<file path="config.mk">
export PLATFORM = sky130hd
export DESIGN_NAME = alu_sequencer
export DESIGN_NICKNAME = d
export VERILOG_FILES = /design/src/rtl/alu_sequencer.sv
export SDC_FILE = /design/constraint.sdc
export NUM_CORES = 1
export LEC_CHECK = 0
export BUFFER_PORTS_ARGS = -buffer_cell sky130_fd_sc_hd__buf_2
export CAP_MARGIN = 10
export CELL_PAD_IN_SITES_DETAIL_PLACEMENT = 0
export CELL_PAD_IN_SITES_GLOBAL_PLACEMENT = 1
export CORE_MARGIN = 2
export CORE_UTILIZATION = 33
export CTS_BUF_LIST = sky130_fd_sc_hd__clkbuf_16
export DETAILED_ROUTE_END_ITERATION = 7
export GPL_ROUTABILITY_DRIVEN = 0
export PLACE_DENSITY_LB_ADDON = 0.1
export SYNTH_ARGS = -nofsm -noshare
export SYNTH_HDL_FRONTEND = slang
export SYNTH_SLANG_ARGS = --single-unit
</file>
<file path="constraint.sdc">
create_clock -name clk -period 2.8 [get_ports clk]
set_input_delay 0.7 -clock clk [delete_from_list [all_inputs] [get_ports clk]]
set_output_delay 0.7 -clock clk [all_outputs]
set_load 0.02 [all_outputs]
</file>
<file path="src/rtl/alu_sequencer.sv">
// alu_sequencer: multi-cycle controller in front of a combinational 32-bit ALU.
// Accepts one op at a time, builds multi-bit shifts from 1-bit ALU steps, returns result + sanitised flags.
module alu_sequencer #(
    parameter int CNT_W = 5
) (
    input  logic             clk,
    input  logic             reset,
    input  logic             req_valid,
    output logic             req_ready,
    input  logic [4:0]       req_op,
    input  logic [31:0]      req_A,
    input  logic [31:0]      req_B,
    input  logic [CNT_W-1:0] req_count,
    output logic [4:0]       alu_OP,
    output logic [31:0]      alu_A,
    output logic [31:0]      alu_B,
    input  logic [31:0]      alu_result,
    input  logic             alu_O,
    input  logic             alu_S,
    input  logic             alu_C,
    input  logic             alu_Z,
    output logic             rsp_valid,
    input  logic             rsp_ready,
    output logic [31:0]      rsp_result,
    output logic             rsp_O,
    output logic             rsp_S,
    output logic             rsp_C,
    output logic             rsp_Z,
    output logic             rsp_err,
    output logic             busy
);
    localparam logic [4:0] OP_PASSA = 5'b10101;
    localparam logic [4:0] OP_LSL   = 5'b01000;
    localparam logic [4:0] OP_ASR   = 5'b01001;

    typedef enum logic [1:0] {IDLE, EXEC, ITER, RESP} state_t;

    state_t           state, state_nxt;
    logic [4:0]       op_q;
    logic [31:0]      a_q;
    logic [31:0]      b_q;
    logic [CNT_W-1:0] rem_q;
    logic             capture;
    logic             flag_o;
    logic             flag_c;

    function automatic logic is_legal(input logic [4:0] op);
        case (op)
            5'b00000, 5'b00001, 5'b00011, 5'b00100, 5'b00101, 5'b00110,
            5'b01000, 5'b01001, 5'b01100, 5'b01101, 5'b01110: is_legal = 1'b1;
            default: is_legal = op[4];
        endcase
    endfunction

    function automatic logic is_shift(input logic [4:0] op);
        is_shift = (op == OP_LSL) || (op == OP_ASR);
    endfunction

    assign req_ready = (state == IDLE);
    assign rsp_valid = (state == RESP);
    assign busy      = (state != IDLE);

    always_comb begin
        state_nxt = state;
        capture   = 1'b0;
        case (state)
            IDLE: begin
                if (req_valid) begin
                    if (!is_legal(req_op))
                        state_nxt = RESP;
                    else if (is_shift(req_op) && req_count != '0)
                        state_nxt = ITER;
                    else
                        state_nxt = EXEC;
                end
            end
            EXEC: begin
                capture   = 1'b1;
                state_nxt = RESP;
            end
            ITER: begin
                if (rem_q == CNT_W'(1)) begin
                    capture   = 1'b1;
                    state_nxt = RESP;
                end
            end
            RESP: begin
                if (rsp_ready)
                    state_nxt = IDLE;
            end
            default: state_nxt = IDLE;
        endcase
    end

    // A shift with count 0 degenerates to a pass-through of A.
    always_comb begin
        alu_OP = OP_PASSA;
        alu_A  = '0;
        alu_B  = '0;
        if (state == EXEC) begin
            alu_OP = is_shift(op_q) ? OP_PASSA : op_q;
            alu_A  = a_q;
            alu_B  = b_q;
        end else if (state == ITER) begin
            alu_OP = op_q;
            alu_A  = a_q;
            alu_B  = b_q;
        end
    end

    // Only arithmetic ops keep O; only real shift steps and arithmetic keep C.
    always_comb begin
        flag_o = 1'b0;
        flag_c = 1'b0;
        if (op_q[4:3] == 2'b00) begin
            flag_o = alu_O;
            flag_c = alu_C;
        end else if (is_shift(op_q) && state == ITER) begin
            flag_c = alu_C;
        end
    end

    always_ff @(posedge clk) begin
        if (reset) begin
            state      <= IDLE;
            op_q       <= '0;
            a_q        <= '0;
            b_q        <= '0;
            rem_q      <= '0;
            rsp_result <= '0;
            rsp_O      <= 1'b0;
            rsp_S      <= 1'b0;
            rsp_C      <= 1'b0;
            rsp_Z      <= 1'b0;
            rsp_err    <= 1'b0;
        end else begin
            state <= state_nxt;
            if (state == IDLE && req_valid) begin
                op_q    <= req_op;
                a_q     <= req_A;
                b_q     <= req_B;
                rem_q   <= req_count;
                rsp_err <= !is_legal(req_op);
                if (!is_legal(req_op)) begin
                    rsp_result <= '0;
                    rsp_O      <= 1'b0;
                    rsp_S      <= 1'b0;
                    rsp_C      <= 1'b0;
                    rsp_Z      <= 1'b0;
                end
            end
            if (state == ITER) begin
                a_q   <= alu_result;
                rem_q <= rem_q - CNT_W'(1);
            end
            if (capture) begin
                rsp_result <= alu_result;
                rsp_O      <= flag_o;
                rsp_S      <= alu_S;
                rsp_C      <= flag_c;
                rsp_Z      <= alu_Z;
            end
        end
    end
endmodule
</file>
==> summary.md <==
| Metric | Value |
|---|---|
| Status | finished clean |
| Combinational share of power | 0.370 |
| Pre-Repair DR Iteration Count | 4 |
| Final setup vio count | 0 |
| Clock transition at path regs | 0.05 ns |
| WHS Path Cells | 2 |
| Post-synthesis sequential area ratio | 0.4603 |
| H-tree levels | 4 |
| Die Y | 126.0 µm |
| Layout cell share with drive strength beyond 1 | 0.3187 |
| Yosys warns | 0 |
| Syn Inst Count | 607 |
| ANT cells | 0 |
| Die ar. | 15880 µm² |
| Pwr dens | 940.1 nW/µm² |
| Fin worst setup slack | 0.2380 ns |
| Worst path bufs/invs | 3 |
| Period Utilization, post-route | 0.9150 |
| Chip width | 126.0 µm |
| Net Sw Power | 2.289 mW |
| CTS hold repair buffers | 0 |
| Crit-path cells | inv_1, ha_1, nor2_4, buf_12, nor2b_1, buf_2 |
| Total GRT Usage | 0.1822 |
| CP top delay family | buffers and inverters |
| Setup TNS | 0 ns |
| Avg WL per Cell | 14.43 µm |
| Syn Nets | 727 |
| Sw Ratio | 0.3671 |
| Ys flop type | dfxtp_1 |
| Clock sinks | 113 |
| Final Critical Period | 2.562 ns |
| Final nets | 932 |
| Ports | 223 |
| WP depth | 6 |
| Initial core utilization | 0.3382 |
| Lkg Pwr | 3.109 nW |
| Total CTS buffers | 17 |
| Final HPWL DP | 9857 µm |
| Largest net degree at the start of global routing | 79 |
| Hold crit path type | reg -> reg |
| Commonest non-fill, non-tap cell in the layout | buf_2 |
| Critical Path RT | 2.10 ns |
| 1st-iter DRT viols | 171 |
| Synth Register Bits | 113 |
| Final hold vios | 0 |
| Clk pwr share | 0.277 |
| DRT antenna net count | 0 |
| Final Slew Violations | 0 |
| CTS tree | done |
| Synth Area per Inst | 8.097 µm² |
| Distinct cell type count after synthesis | 40 |
| Max incr delay on CP | 0.37 ns |
| CTS Root Cell | clkbuf_16 |
| Setup CP Type | reg -> out |
| Synthesized cell area | 4915 µm² |
| Pint | 3.947 mW |
| RSZ-0062 raised after global routing | no |
| Maximum Capacitance Violations | 0 |
| Area grow syn2layout | 34.95% |
| Pre-CTS setup slack | 0.5155 ns |
| Critical path fanouts, max | 65 |
| First-pass GRT wire length | 23120 µm |
| Initial antenna violation count | 0 |
| IO buf count | 222 |
| Detailed Route WL | 14470 µm |
| CORE AREA | 14530 µm² |
| Skew final | 0.006376 ns |
| Crit end category | output port |
| Vias/cell | 4.770 |
| Worst Path Arrival | 1.86 ns |
| Peak Freq | 390.3 MHz |
| Vias in the first global route | 4645 |
| Max stage delay cell, worst path | dfxtp_1 |
| Vias | 4784 |
| CTS Buffer Depth | 2 |
| Sequential power share | 0.353 |
| Commonest non-fill, non-tap cells in the layout | 222 x buf_2, 175 x nand2_1, 113 x dfxtp_1 |
| Worst-margin pin slew | 0.8660 ns |
| Postcts setup bufs | 0 |
| DRC viols | 0 |
| EDFF count, synth | 0 |
| Peak VDD IR | 508.8 µV |
| Fillers | 1501 |
| Post-synthesis async set-or-reset flop share | 0 |
| Worst skew pair latency | 0.41 ns |
| CP Launch Type | register |
| Final hold slack | 0.4467 ns |
| PostCTS Resize Cnt | 0 |
| Reg2Reg Depth | 5 |
| Total grt overflow | 0 |
| Row Count | 44 |
| Slew headroom | 0.4213 |
[cell usage after synthesis (all sizes together), types with 2 or more instances]
cell type | n | share of area
nand2b | 2 | 0.0025
a21o | 32 | 0.049
nand2 | 176 | 0.13
o31ai | 3 | 0.0046
clkbuf | 38 | 0.029
a211oi | 4 | 0.0061
buf | 9 | 0.014
dfxtp | 113 | 0.46
a32o | 2 | 0.0041
ha | 6 | 0.015
nor2 | 11 | 0.0089
o21ai | 3 | 0.0031
inv | 9 | 0.0069
or2 | 2 | 0.0025
a22o | 34 | 0.061
nor3 | 2 | 0.0020
nor2b | 69 | 0.088
a21oi | 73 | 0.074
[state kept, by name (all words and copies together), names as in the netlist]
signal,flops
rem_q,5
rsp_S,1
rsp_result,32
rsp_Z,1
rsp_O,1
op_q,5
rsp_C,1
rsp_err,1
b_q,32
state,2
a_q,32
[kinds of logic after synthesis]
group / synth area share
AOI/OAI and AO/OA: 0.2207
adders and majority gates: 0.01527
buffers and inverters: 0.04964
DFF: 0.4603
muxes: 0.002037
and+or+nand+nor: 0.2520
[per-stage QoR]
step	util	instances	total power [mW]	area [µm²]
after floorplan	-	607	3.820	4915
after global placement	0.4247	977	4.550	6172
after detailed placement	0.4247	977	4.579	6172
after CTS	0.4564	1003	6.334	6633
after global routing	0.4564	1003	6.659	6633
final	0.4564	1003	6.236	6633
[worst min-delay path, stage by stage (launching register included)]
cell     delay [ns]
dfxtp_1        0.30
nand2_1        0.05
a21oi_1        0.05
[power groups by stage]
| stage | Clock [mW] | Sequential, mW | Combinational, mW |
|---|---|---|---|
| 6_report | 1.73 | 2.20 | 2.31 |
| 5_1_grt | 1.84 | 2.26 | 2.56 |
| 4_1_cts | 1.77 | 2.20 | 2.36 |
| 3_5_place_dp | 0 | 2.23 | 2.35 |
| 3_3_place_gp | 0 | 2.22 | 2.33 |
| 2_1_floorplan | 0 | 2.31 | 1.51 |
[metal layers]
| metal | wire (µm) | share of wire | vias to the layer above | GRT usage |
|---|---|---|---|---|
| met1 | 6438 | 0.44 | 2170 | 0.2253 |
| met3 | 1189 | 0.082 | 18 | 0.06669 |
| li1 | - | - | 2432 | - |
| met4 | 247 | 0.017 | 0 | 0.06852 |
| met5 | 0 | 0 | - | 0 |
| met2 | 6596 | 0.46 | 164 | 0.2910 |
[worst paths after layout]
check        startpoint       endpoint  slack (ns)
max            state[1]       alu_A[4]        0.24
min             b_q[30]        b_q[30]        0.45
max reg2reg    rem_q[0]  rsp_result[1]        0.54
min reg2reg     b_q[30]        b_q[30]        0.45
[cell type report]
class | instances | area (µm²) | share of cell area
multi-input combinational | 438 | 2427 | 0.3660
tap | 184 | 230.2 | 0.03471
timing repair buffer | 233 | 1219 | 0.1837
inverter | 9 | 33.78 | 0.005093
clock inverter | 9 | 35.03 | 0.005282
clock buffer | 17 | 425.4 | 0.06414
sequential | 113 | 2262 | 0.3411
No activity file was read; power rests on OpenSTA's default activity.
